## config.mk

```make
export PLATFORM = sky130hd
export DESIGN_NAME = counter_ctrl_flat
export DESIGN_NICKNAME = d
export VERILOG_FILES = /design/src/rtl/counter_ctrl_if.sv /design/src/rtl/counter_ctrl.sv /design/src/flat_wrapper.sv
export SDC_FILE = /design/constraint.sdc
export NUM_CORES = 1
export LEC_CHECK = 0
export ABC_AREA = 1
export BUFFER_PORTS_ARGS = -buffer_cell sky130_fd_sc_hd__buf_2
export CAP_MARGIN = 20
export CORE_ASPECT_RATIO = 0.6
export CORE_MARGIN = 2
export CORE_UTILIZATION = 25
export DETAILED_ROUTE_END_ITERATION = 6
export HOLD_SLACK_MARGIN = 0.03
export SYNTH_ARGS = -nofsm -noshare
export SYNTH_HDL_FRONTEND = slang
export SYNTH_SLANG_ARGS = --single-unit
```

## constraint.sdc

```tcl
create_clock -name clk -period 1.4 [get_ports clk]
set_input_delay 0.28 -clock clk [delete_from_list [all_inputs] [get_ports clk]]
set_output_delay 0.28 -clock clk [all_outputs]
set_load 0.05 [all_outputs]
```

## src/rtl/counter_ctrl_if.sv

```systemverilog
// Button, digit-value and control signals between the board/counter side and counter_ctrl.
// master drives buttons and digit values; slave is the sequencer.
interface counter_ctrl_if;
  logic       pb_start;
  logic       pb_set;
  logic       pb_inc;
  logic [3:0] ones_num;
  logic [3:0] tens_num;
  logic       ones_en;
  logic       ones_pls;
  logic       tens_en;
  logic       tens_pls;
  logic [1:0] state;
  logic       sel;

  modport master (
    output pb_start, pb_set, pb_inc, ones_num, tens_num,
    input  ones_en, ones_pls, tens_en, tens_pls, state, sel
  );

  modport slave (
    input  pb_start, pb_set, pb_inc, ones_num, tens_num,
    output ones_en, ones_pls, tens_en, tens_pls, state, sel
  );
endinterface

```

## src/rtl/counter_ctrl.sv

```systemverilog
// Run/pause/set sequencer for a two-digit decimal display: debounces three buttons,
// runs the tick prescaler and drives the ones/tens enables and increment strobes.
module counter_ctrl #(
  parameter int unsigned DIV    = 4,
  parameter int unsigned DB_LEN = 4
) (
  input logic           clk,
  input logic           rst_n,
  counter_ctrl_if.slave bus
);
  localparam int unsigned NB = 3;
  localparam int unsigned PW = (DIV > 1) ? $clog2(DIV) : 1;
  localparam int unsigned CW = (DB_LEN > 1) ? $clog2(DB_LEN) : 1;

  typedef enum logic [1:0] {
    IDLE  = 2'b00,
    RUN   = 2'b01,
    PAUSE = 2'b10,
    SET   = 2'b11
  } state_e;

  // Button order in all vectors: bit 0 start, bit 1 set, bit 2 inc.
  logic [NB-1:0]         raw;
  logic [NB-1:0]         sync1_q, sync1_d, sync2_q, sync2_d;
  logic [NB-1:0]         lvl_q, lvl_d, lvl_prev_q, lvl_prev_d;
  logic [NB-1:0]         pulse_q, pulse_d;
  logic [NB-1:0][CW-1:0] db_cnt_q, db_cnt_d;

  logic unused_tens;

  assign raw         = {bus.pb_inc, bus.pb_set, bus.pb_start};
  assign unused_tens = ^bus.tens_num;

  // Synchronize, debounce and edge-detect each button.
  always_comb begin
    sync1_d    = raw;
    sync2_d    = sync1_q;
    lvl_d      = lvl_q;
    lvl_prev_d = lvl_q;
    pulse_d    = lvl_q & ~lvl_prev_q;
    db_cnt_d   = '0;
    for (int i = 0; i < NB; i++) begin
      if (sync2_q[i] != lvl_q[i]) begin
        if (db_cnt_q[i] == CW'(DB_LEN - 1)) begin
          lvl_d[i] = sync2_q[i];
        end else begin
          db_cnt_d[i] = db_cnt_q[i] + CW'(1);
        end
      end
    end
  end

  always_ff @(posedge clk or negedge rst_n) begin
    if (!rst_n) begin
      sync1_q    <= '0;
      sync2_q    <= '0;
      lvl_q      <= '0;
      lvl_prev_q <= '0;
      pulse_q    <= '0;
      db_cnt_q   <= '0;
    end else begin
      sync1_q    <= sync1_d;
      sync2_q    <= sync2_d;
      lvl_q      <= lvl_d;
      lvl_prev_q <= lvl_prev_d;
      pulse_q    <= pulse_d;
      db_cnt_q   <= db_cnt_d;
    end
  end

  state_e        state_q, state_d;
  logic          sel_q, sel_d;
  logic [PW-1:0] presc_q, presc_d;
  logic          ones_en_q, ones_en_d, tens_en_q, tens_en_d;
  logic          ones_pls_q, ones_pls_d, tens_pls_q, tens_pls_d;
  logic          tick;
  logic          start_p, set_p, inc_p;

  assign start_p = pulse_q[0];
  assign set_p   = pulse_q[1];
  assign inc_p   = pulse_q[2];

  // Next state, prescaler and registered outputs; start > set > inc.
  always_comb begin
    state_d    = state_q;
    sel_d      = sel_q;
    presc_d    = '0;
    tick       = 1'b0;
    ones_pls_d = 1'b0;
    tens_pls_d = 1'b0;

    if (state_q == RUN) begin
      tick    = (presc_q == PW'(DIV - 1));
      presc_d = tick ? '0 : presc_q + PW'(1);
    end
    if (tick) begin
      ones_pls_d = 1'b1;
      tens_pls_d = (bus.ones_num == 4'd9);
    end

    unique case (state_q)
      IDLE, PAUSE: begin
        if (start_p) begin
          state_d = RUN;
        end else if (set_p) begin
          state_d = SET;
          sel_d   = 1'b0;
        end
      end
      RUN: begin
        if (start_p) state_d = PAUSE;
      end
      SET: begin
        if (start_p) begin
          state_d = RUN;
          sel_d   = 1'b0;
        end else if (set_p) begin
          if (!sel_q) begin
            sel_d = 1'b1;
          end else begin
            state_d = PAUSE;
            sel_d   = 1'b0;
          end
        end else if (inc_p) begin
          ones_pls_d = ~sel_q;
          tens_pls_d = sel_q;
        end
      end
      default: ;
    endcase

    ones_en_d = (state_d == RUN) || ((state_d == SET) && !sel_d);
    tens_en_d = (state_d == RUN) || ((state_d == SET) && sel_d);
  end

  always_ff @(posedge clk or negedge rst_n) begin
    if (!rst_n) begin
      state_q    <= IDLE;
      sel_q      <= 1'b0;
      presc_q    <= '0;
      ones_en_q  <= 1'b0;
      tens_en_q  <= 1'b0;
      ones_pls_q <= 1'b0;
      tens_pls_q <= 1'b0;
    end else begin
      state_q    <= state_d;
      sel_q      <= sel_d;
      presc_q    <= presc_d;
      ones_en_q  <= ones_en_d;
      tens_en_q  <= tens_en_d;
      ones_pls_q <= ones_pls_d;
      tens_pls_q <= tens_pls_d;
    end
  end

  assign bus.state    = state_q;
  assign bus.sel      = sel_q;
  assign bus.ones_en  = ones_en_q;
  assign bus.tens_en  = tens_en_q;
  assign bus.ones_pls = ones_pls_q;
  assign bus.tens_pls = tens_pls_q;
endmodule

```

## src/flat_wrapper.sv

```systemverilog
// flat-port wrapper written by rule: the top's interface ports become plain ports
module counter_ctrl_flat 
#(
  parameter int unsigned DIV    = 4,
  parameter int unsigned DB_LEN = 4
)
  (clk, rst_n, bus_pb_start, bus_pb_set, bus_pb_inc, bus_ones_num, bus_tens_num, bus_ones_en, bus_ones_pls, bus_tens_en, bus_tens_pls, bus_state, bus_sel);
  counter_ctrl_if bus_i ();
  input logic clk;
  input logic rst_n;
  input wire logic [$bits(bus_i.pb_start)-1:0] bus_pb_start;
  input wire logic [$bits(bus_i.pb_set)-1:0] bus_pb_set;
  input wire logic [$bits(bus_i.pb_inc)-1:0] bus_pb_inc;
  input wire logic [$bits(bus_i.ones_num)-1:0] bus_ones_num;
  input wire logic [$bits(bus_i.tens_num)-1:0] bus_tens_num;
  output wire logic [$bits(bus_i.ones_en)-1:0] bus_ones_en;
  output wire logic [$bits(bus_i.ones_pls)-1:0] bus_ones_pls;
  output wire logic [$bits(bus_i.tens_en)-1:0] bus_tens_en;
  output wire logic [$bits(bus_i.tens_pls)-1:0] bus_tens_pls;
  output wire logic [$bits(bus_i.state)-1:0] bus_state;
  output wire logic [$bits(bus_i.sel)-1:0] bus_sel;
  assign bus_i.pb_start = bus_pb_start;
  assign bus_i.pb_set = bus_pb_set;
  assign bus_i.pb_inc = bus_pb_inc;
  assign bus_i.ones_num = bus_ones_num;
  assign bus_i.tens_num = bus_tens_num;
  assign bus_ones_en = bus_i.ones_en;
  assign bus_ones_pls = bus_i.ones_pls;
  assign bus_tens_en = bus_i.tens_en;
  assign bus_tens_pls = bus_i.tens_pls;
  assign bus_state = bus_i.state;
  assign bus_sel = bus_i.sel;
  counter_ctrl #(.DIV(DIV), .DB_LEN(DB_LEN)) u_core (.clk(clk), .rst_n(rst_n), .bus(bus_i));
endmodule
```

# ---- Word-level counts from Yosys, hierarchy flattened
# Index checks and enable logic that the tools add are counted.
dict set report word_totals {
  in_bits 13
  register_bits 30
  elab_cells 79
  out_inout_bits 7
}
dict set report op_classes {
  eq_ne 13
  addsub 4
  mux 32
  n_bitwise 3
  reduce_logical 10
}
# cell count
set op_table {}
lappend op_table {{$mux 2} 14}
lappend op_table {{$mux 1} 16}
lappend op_table {{$eq 2x2->1 const B} 7}
lappend op_table {{$add 2x1->2 const B} 4}
lappend op_table {{$pmux 2 s3} 1}
lappend op_table {{$reduce_and 2->1} 3}
lappend op_table {{$eq 2x1->1 const B} 2}
lappend op_table {{$eq 4x4->1 const B} 1}
lappend op_table {{$and 3x3->3} 1}
lappend op_table {{$ne 1x1->1} 3}
lappend op_table {{$not 3->3} 1}
lappend op_table {{$logic_and 1x1->1} 2}
lappend op_table {{$logic_not 2->1} 1}
lappend op_table {{$logic_or 1x1->1} 2}
lappend op_table {{$pmux 1 s2} 1}
lappend op_table {{$reduce_or 2->1} 1}
lappend op_table {{$logic_not 1->1} 1}
lappend op_table {{$not 1->1} 1}

# ---- Logic depth before layout (Yosys ltp)
# Gate-level depths: netlist of run 1.
dict set report depth {
  depth_word 7
  mapped_depth 7
  mapped_depth_nobuf 7
}

# ---- Worst setup path after synthesis of run 1
# No wires, ideal clock.
dict set report synth_timing {
  kind {register to register}
  startpoint {reg u_core.sel_q (netlist: u_core.bus.sel)}
  endpoint {reg u_core.ones_en_q (netlist: u_core.bus.ones_en)}
  arrival_ps 1296
  stages_incl_launch_ff 6
  setup_ps 120
  path_slack_ps -17
  period_less_slack_ps 1417
  n_path_buf 0
  required_ps 1280
  cell_sequence {dfrtp_1 -> ha_1 -> nor2_1 -> nand2_1 -> nand3_1 -> a21oi_2}
}
dict set report synth_via {
  elab_chain_cells 7
  word_cells_on_any_way 15
  cone_classes {eq/ne: 2; mux: 10; reduce/logical: 3}
}
# element line_no
set synth_rtl {}
lappend synth_rtl {{start: declaration} counter_ctrl.sv:72} ;# logic sel_q, sel_d;
lappend synth_rtl {{start signal: assignment} counter_ctrl.sv:147} ;# sel_q <= sel_d;
lappend synth_rtl {{$mux 1} counter_ctrl.sv:118} ;# if (!sel_q) begin
lappend synth_rtl {{$mux 1} counter_ctrl.sv:117} ;# end else if (set_p) begin
lappend synth_rtl {{$mux 1} counter_ctrl.sv:114} ;# if (start_p) begin
lappend synth_rtl {{$pmux 1 s2 (*)} counter_ctrl.sv:101} ;# unique case (state_q)
lappend synth_rtl {{named net u_core.sel_d} counter_ctrl.sv:72}
lappend synth_rtl {{$logic_not 1->1 (*)} counter_ctrl.sv:132} ;# ones_en_d = (state_d == RUN) || ((state_d == SET) && !sel_d);
lappend synth_rtl {{$logic_and 1x1->1 (*)} counter_ctrl.sv:132}
lappend synth_rtl {{$logic_or 1x1->1 (*)} counter_ctrl.sv:132}
lappend synth_rtl {{named net u_core.ones_en_d} counter_ctrl.sv:74} ;# logic ones_en_q, ones_en_d, tens_en_q, tens_en_d;
lappend synth_rtl {{end signal: assignment} counter_ctrl.sv:149} ;# ones_en_q <= ones_en_d;
lappend synth_rtl {{end: declaration} counter_ctrl.sv:74}
# The timed path passes the listed nets; every way through them passes the cells marked *.
# A chain may end at the register's enable or synchronous reset.

# ---- Worst setup path after layout of run 1
dict set report layout_timing {
  startpoint {reg u_core.sel_q (netlist: u_core.bus.sel)}
  endpoint {out bus_sel}
}
# element line_no
set layout_lines {}
lappend layout_lines {{end: declaration} flat_wrapper.sv:21} ;# output wire logic [$bits(bus_i.sel)-1:0] bus_sel;
# No word-level cell between the ends.

==> results of run 1 <==
-- state kept, by name (all words and copies together), names as in the netlist --
register	flops
u_core.lvl_prev_q	3
u_core.bus.ones_en	1
u_core.db_cnt_q	6
u_core.bus.tens_pls	1
u_core.bus.ones_pls	1
u_core.pulse_q	3
u_core.lvl_prev_d	3
u_core.sync1_q	3
u_core.presc_q	2
u_core.bus.tens_en	1
u_core.bus.sel	1
u_core.bus.state	2
u_core.sync2_q	3
-- how the worst min path moves through the flow --
stage	endpoint	cells after the start
finish	u_core.sync1_q[0]$_DFF_PN0_	1
detailed placement	u_core.bus.ones_en$_DFF_PN0_	2
floorplan	u_core.bus.ones_en$_DFF_PN0_	0
global placement	u_core.bus.state[1]$_DFF_PN0_	2
global route	u_core.sync1_q[0]$_DFF_PN0_	1
CTS	u_core.sync1_q[0]$_DFF_PN0_	1
-- kinds of logic after synthesis --
| kind of cell | share of synthesized area [%] |
|---|---|
| flops | 65.6 |
| compound gates | 4.70 |
| fa+ha+maj | 5.46 |
| xor+xnor | 2.30 |
| buf+inv | 6.88 |
| simple gates | 15.1 |
-- worst max-delay path, delay by kind of cell (launching register included) --
kind                   cells  cell delay (ns)
flip-flops                 1             0.42
buffers and inverters      2             0.37
-- through the flow --
| stage | cells | instance area (um^2) | utilization, % | hold slack, ns |
|---|---|---|---|---|
| 6_report | 193 | 1410 | 31.3 | 0.103 |
| 5_1_grt | 193 | 1410 | 31.3 | 0.0913 |
| 3_5_place_dp | 185 | 1320 | 29.3 | 0.245 |
| 3_3_place_gp | 185 | 1320 | 29.3 | 0.240 |
| 2_1_floorplan | 106 | 1150 | - | -0.0156 |
| 4_1_cts | 193 | 1410 | 31.3 | 0.0917 |
-- layout by cell type (no fill, tap or decap) --
cell,Yosys,final
sky130_fd_sc_hd__dfrtp_1,30,29
sky130_fd_sc_hd__nand2_1,15,15
sky130_fd_sc_hd__buf_2,0,15
sky130_fd_sc_hd__inv_1,12,12
sky130_fd_sc_hd__nor2_1,12,12
sky130_fd_sc_hd__inv_2,6,6
sky130_fd_sc_hd__ha_1,5,5
sky130_fd_sc_hd__clkbuf_8,0,5
sky130_fd_sc_hd__o21ai_0,4,4
sky130_fd_sc_hd__nor3_1,4,4
sky130_fd_sc_hd__nand3_1,4,4
sky130_fd_sc_hd__xnor2_1,3,3
sky130_fd_sc_hd__nand4_1,2,2
sky130_fd_sc_hd__a21oi_2,2,2
sky130_fd_sc_hd__o21ai_1,2,2
sky130_fd_sc_hd__clkinv_2,0,2
sky130_fd_sc_hd__nor2_2,1,1
sky130_fd_sc_hd__nand2_2,1,1
sky130_fd_sc_hd__or2_2,1,1
sky130_fd_sc_hd__o22ai_1,1,1
sky130_fd_sc_hd__dlygate4sd3_1,0,1
sky130_fd_sc_hd__buf_4,0,1
sky130_fd_sc_hd__buf_12,0,1
sky130_fd_sc_hd__dfrtp_2,0,1
-- where the power goes --
part | leakage, nW | internal (W) | switching (W)
registers | 0.371 | 0.00117 | 0.000188
logic | 0.299 | 0.000368 | 0.000756
clock network | 0.0438 | 0.000332 | 0.000303
total | 0.715 | 0.00187 | 0.00125
-- final cells by class --
| type | instances | area [um^2] |
|---|---|---|
| Tap cell | 63 | 78.8 |
| Clock buffer | 5 | 68.8 |
| Multi-Input combinational cell | 57 | 315 |
| Fill cell | 469 | 3090 |
| Timing Repair Buffer | 18 | 113 |
| Sequential cell | 30 | 752 |
| Inverter | 18 | 67.6 |
| Clock inverter | 2 | 10.0 |
-- routing by layer --
metal  wire length, um  global-route usage [%]  vias to the layer above
li1                  -                       -                      376
met1               992                    12.3                      311
met2               650                    11.1                       22
met3               157                    5.37                        6
met4                37                    4.55                        0
met5                 0                       0                        -
-- what timing repair did --
action | 4_1_cts | 5_1_grt
hold buffers | 1 | 0
setup buffers | 0 | 0
hold endpoints to repair | 30 | 0
==> PnR_summary.wiki, run 1 <==
{| class="wikitable"
! Metric !! Value
|-
| Reg2Reg Capture Point || u_core.bus.tens_en$_DFF_PN0_
|-
| Post-route total power || between 0.003 and 0.004 W
|-
| Number of endpoints failing setup at the final stage || 0
|-
| Endpoint class of the critical path || output pin
|-
| Hold Vio Cnt, Final || 0
|-
| Final-stage net count || ~150
|-
| Post-synthesis average cell area || 10.8 um^2
|-
| Total vias in the final route || 715
|-
| Net count after synthesis || roughly 120
|-
| Place WS || 0.234 ns
|-
| Grt total ovfl || 0
|-
| Pwr Density || 2210 mW/mm^2
|-
| Cells traversed along the worst timing path || buf_4 > buf_2
|-
| Destination of the critical timing path || bus_sel
|-
| Ranking of synthesized cells by instance count || sky130_fd_sc_hd__dfrtp_1, sky130_fd_sc_hd__nand2_1, sky130_fd_sc_hd__inv_1, sky130_fd_sc_hd__nor2_1, sky130_fd_sc_hd__inv_2
|-
| Initial standard-cell utilization of the core || between 20% and 30%
|-
| Largest net degree at the start of global routing || 31
|-
| Number of sinks on the clock net || 30
|-
| Sequential fraction of the synthesis area || about 66%
|-
| Vias per cell || between 3 and 4
|-
| Minimum setup slack among reg-to-reg paths || 0.23 ns
|-
| Initial antenna violation count || 0
|-
| Worst min-delay path startpoint || bus_pb_start
|-
| Arrival time worst endpoint || roughly 1.1 ns
|-
| Period utilisation layout || a little over nine tenths
|-
| Number of distinct library cells after synthesis || 18
|-
| Setup clock skew after layout || 0.00367 ns
|-
| Max capacitance violation total || 0
|-
| Setup CP Type || flop to output pin
|-
| Boundary Pins || 20
|-
| Via count of the first global-routing pass || 719
|-
| Cell taking the most area after synthesis || sky130_fd_sc_hd__dfrtp_1
|-
| Combined global-route utilization of all metal layers || 9.07%
|-
| Slowest stage cell on the critical path || sky130_fd_sc_hd__dfrtp_2
|-
| Origin of the critical flop-to-flop path || u_core.bus.sel$_DFF_PN0_
|-
| Top post-synthesis cells by area || sky130_fd_sc_hd__dfrtp_1, sky130_fd_sc_hd__ha_1, sky130_fd_sc_hd__nand2_1
|-
| Diode insertion count for antenna repair || 0
|-
| Fmax || around 740 MHz
|-
| Die X || 91.4 um
|-
| Number of synthesis warnings || 0
|-
| First element of the critical path || u_core.bus.sel$_DFF_PN0_
|-
| Main synth FF type || sky130_fd_sc_hd__dfrtp_1
|-
| Setup TNS || 0 ns
|-
| Overall routed net length || roughly 1.8 mm
|-
| Routed Antenna Nets || 0
|-
| Cell area after technology mapping || ~0.0011 mm^2
|-
| Number of enable flip-flop cells after synthesis || 0
|-
| Remaining routing DRC violations || 0
|-
| Worst VDD drop || ~660 uV
|-
| Clock Path Buffers || 2
|-
| Y dimension of the die || roughly 56 um
|-
| H-tree Lvls || 2
|-
| Port Buffers || 15
|-
| Detailed placement HPWL || 1.30 mm
|-
| Max Slew Vio Count || 0
|-
| Final Critical Period || around 1.3 ns
|-
| Status || finished, final reports clean
|-
| First-pass GRT wire length || 3.37 mm
|-
| Synthesized instance count || around 110
|-
| Leak pwr || approximately 0.71 nW
|-
| Post-route worst setup slack || between 0.05 and 0.06 ns
|-
| Nature of the critical path startpoint || flop
|-
| Max-slew headroom || a little over 80%
|-
| Core Rows || 19
|-
| Post-cts resize count || 0
|-
| Most frequently used cell type in the post-synthesis netlist || sky130_fd_sc_hd__dfrtp_1
|-
| First-pass iteration count of the detailed router || 4
|-
| Die outline area || between 0.005 and 0.006 mm^2
|-
| Drt initial violations || 7
|-
| TritonCTS buffer count || 5
|-
| Slowest Stage Delay on Critical Path || between 0.4 and 0.5 ns
|-
| Clock latency on the worst-skew pair || around 0.28 ns
|-
| Post-synthesis sequential element count || 30
|-
| Required time at the worst-slack endpoint || between 1 and 1.5 ns
|-
| Share of Yosys cell area claimed by the top area cell type || about two thirds
|-
| Setup repair after global routing missed its margin || false
|-
| Share of cells above drive strength 1 || between 20 and 30%
|-
| Worst min-delay path category || input port to flop
|-
| Clock edge transition at the registers on the reported setup and hold paths || 0.06 ns
|-
| Area added between synthesis and finish || 22.7%
|-
| TritonCTS clock tree || yes
|-
| Core outline area || between 0.004 and 0.005 mm^2
|-
| Placer's final routability congestion estimate || roughly 0.77
|-
| R2r worst-path depth || 6
|-
| Cell at the root of the clock tree || sky130_fd_sc_hd__clkbuf_8
|-
| Async SR Flop Fraction || 100%
|-
| Slew @ Worst Pin || 0.255 ns
|-
| Critical-path maximum fanout || 5
|-
| Routed WL per cell || between 9 and 10 um
|}
Power figures use the tool's default switching activity.
==> run 2: changes to the inputs <==
==> constraint.sdc (replaced) <==
create_clock -name clk -period 1.1 [get_ports clk]
set_input_delay 0.22 -clock clk [delete_from_list [all_inputs] [get_ports clk]]
set_output_delay 0.22 -clock clk [all_outputs]
set_load 0.005 [all_outputs]
==> run 2 against run 1 <==
Net effect: the flow now finishes with violations (setup timing); worst hold slack worse by 0.064 ns; clock power is 43% higher; register-to-register slack worse by 0.26 ns; design area is 8.9% higher; core utilization is 2.8 points higher; clock skew hardly changed; global-route usage is 0.25 points lower; sequential power is 30% higher; critical path type unchanged.
==> PnR_summary.wiki, run 2 (synthesis results as in run 1) <==
{| class="wikitable"
! Metric !! Value
|-
| Clock latency on the worst-skew pair || roughly 0.28 ns
|-
| Biggest register || u_core.db_cnt_q
|-
| TritonCTS clock tree || yes
|-
| Total met3 wirelength after detailed routing || between 150 and 200 um
|-
| Number of endpoints failing setup at the final stage || 2
|-
| Vias per cell || 3.76
|-
| Pwr Density || roughly 2700 mW/mm^2
|-
| Slowest Stage Delay on Critical Path || between 0.4 and 0.5 ns
|-
| Initial standard-cell utilization of the core || 25.5%
|-
| Drt initial violations || 29
|-
| Utilization of the core after routing || between 30% and 40%
|-
| Cell family with most CP delay || flip-flops
|-
| Total vias in the final route || between 700 and 800
|-
| Core outline area || 0.00449 mm^2
|-
| Area added between synthesis and finish || 33.7%
|-
| Initial antenna violation count || 0
|-
| Final Critical Period || between 1 and 1.5 ns
|-
| First-pass GRT wire length || approximately 3.2 mm
|-
| R2r worst-path depth || 6
|-
| Slowest stage cell on the critical path || sky130_fd_sc_hd__dfrtp_1
|-
| Cell at the root of the clock tree || sky130_fd_sc_hd__clkbuf_8
|-
| Post-route worst setup slack || -0.0693 ns
|-
| Max capacitance violation total || 0
|-
| Leak pwr || ~0.76 nW
|-
| Detailed route wirelength on metal2 || 784 um
|-
| Diode insertion count for antenna repair || 0
|-
| Max Slew Vio Count || 0
|-
| Max-slew headroom || 80.2%
|-
| Clock edge transition at the registers on the reported setup and hold paths || 0.06 ns
|-
| Overall routed net length || 1.96 mm
|-
| Routed Antenna Nets || 0
|-
| Place WS || -0.0426 ns
|-
| Setup CP Type || flop to output pin
|-
| Worst VDD drop || ~790 uV
|-
| Y dimension of the die || ~56 um
|-
| Depth of the worst hold-timing path || 1
|-
| Period utilisation layout || 106%
|-
| Remaining routing DRC violations || 0
|-
| Grt total ovfl || 0
|-
| Highest Signal Layer || met4
|-
| Final-stage net count || approximately 150
|-
| Number of flip-flops under the largest register name || 6
|-
| Largest net degree at the start of global routing || 20
|-
| Die X || between 90 and 100 um
|-
| Most frequent standard cell in the layout excluding fill and tap cells || sky130_fd_sc_hd__dfrtp_1
|-
| Slew @ Worst Pin || a little under 0.3 ns
|-
| Failing checks || setup timing
|-
| Via count of the first global-routing pass || between 700 and 800
|-
| Placer's final routability congestion estimate || a little under 0.8
|-
| Share of cells above drive strength 1 || a little under two fifths
|-
| Critical-path maximum fanout || 5
|-
| Detailed placement HPWL || between 1 and 1.5 mm
|-
| Endpoint class of the critical path || output pin
|-
| Cells traversed along the worst timing path || buf_6 > buf_6
|-
| Worst path bufs/invs || 2
|-
| Core Rows || 19
|-
| Worst min-delay path category || input port to flop
|-
| First-pass iteration count of the detailed router || 4
|-
| Die outline area || ~0.0052 mm^2
|-
| Boundary Pins || 20
|-
| Required time at the worst-slack endpoint || a little under 0.9 ns
|-
| Cell repeated most along the worst path || sky130_fd_sc_hd__buf_6
|-
| Routed WL per cell || 9.79 um
|-
| TritonCTS buffer count || 5
|-
| Port Buffers || 15
|-
| Number of sinks on the clock net || 30
|-
| Nature of the critical path startpoint || flop
|-
| Combined global-route utilization of all metal layers || under 10%
|-
| Clock Path Buffers || 2
|-
| Leading cell types in the layout, fill and taps excluded || sky130_fd_sc_hd__dfrtp_1, sky130_fd_sc_hd__nand2_1, sky130_fd_sc_hd__buf_2
|-
| Number of logic stages on the critical path including buffering || 2
|-
| H-tree Lvls || 2
|-
| Arrival time worst endpoint || roughly 0.95 ns
|-
| Setup clock skew after layout || roughly 0.0038 ns
|-
| Length of routed wiring on met1 || roughly 960 um
|-
| Hold Vio Cnt, Final || 0
|-
| Fmax || between 800 and 900 MHz
|-
| Setup repair after global routing missed its margin || true
|-
| Status || finished, violations left
|}
run 2: cell types whose count changed in the layout (fill, tap and decap cells not counted), sizes merged:
cell | before | now
buf | 17 | 21
clkinv | 2 | 1
clkbuf | 5 | 7
dlygate4sd3 | 1 | 3
run 2: repair_timing:
action,in CTS,in global routing
endpoints found under the setup margin,3,7
pin swaps,2,3
endpoints found under the hold margin,12,1
hold buffers,2,1
buffers inserted,1,0
resized for setup,4,14
run 2: final timing paths:
kind | slack (ns) | startpoint | endpoint
min in group asynchronous | 0.35 | rst_n | u_core.sync1_q[2]$_DFF_PN0_
max reg2reg | -0.03 | u_core.bus.sel$_DFF_PN0_ | u_core.bus.tens_en$_DFF_PN0_
min reg2reg | 0.35 | u_core.sync1_q[0]$_DFF_PN0_ | u_core.sync2_q[0]$_DFF_PN0_
max | -0.07 | u_core.bus.sel$_DFF_PN0_ | bus_sel
min | 0.04 | bus_pb_inc | u_core.sync1_q[2]$_DFF_PN0_
max in group asynchronous | 0.35 | rst_n | u_core.pulse_q[0]$_DFF_PN0_
run 2: routing by layer:
metal,GRT usage (%),vias up
li1,-,391
met1,11.4,335
met2,10.6,21
met3,5.64,5
met4,5.63,0
met5,0,-
run 2: layout make-up:
class	count	area [um^2]
fill	451	2960
inverter	18	67.6
multi-input combinational	57	359
timing repair buffer	24	179
clock buffer	7	86.3
clock inverter	1	5.00
sequential	30	754
tap	63	78.8
run 2: stage by stage:
stage	area [um^2]	std cells	TNS, ns	power (W)	hold slack, ns
3_5_place_dp	1340	188	-0.0676	0.00291	0.124
2_1_floorplan	1140	106	-0.0260	0.00252	-0.0756
4_1_cts	1470	199	-0.104	0.00392	0.0330
6_report	1530	200	-0.0966	0.00408	0.0397
3_3_place_gp	1340	188	0	0.00289	0.125
5_1_grt	1530	200	-0.296	0.00449	0.0323
run 2: power by group:
group	switching (W)	leakage (nW)	internal (W)
clock network	0.000404	0.0482	0.000503
registers	0.000261	0.370	0.00149
logic	0.000746	0.341	0.000673
total	0.00141	0.759	0.00267
run 2: worst reg2reg max path: cells and delay by family, from the launching register on:
kind                     cells  cell delay [ns]
AO/OA/AOI/OAI                1             0.06
adder cells (fa/ha/maj)      1             0.29
AND/OR/NAND/NOR              4             0.27
flip-flops                   1             0.41
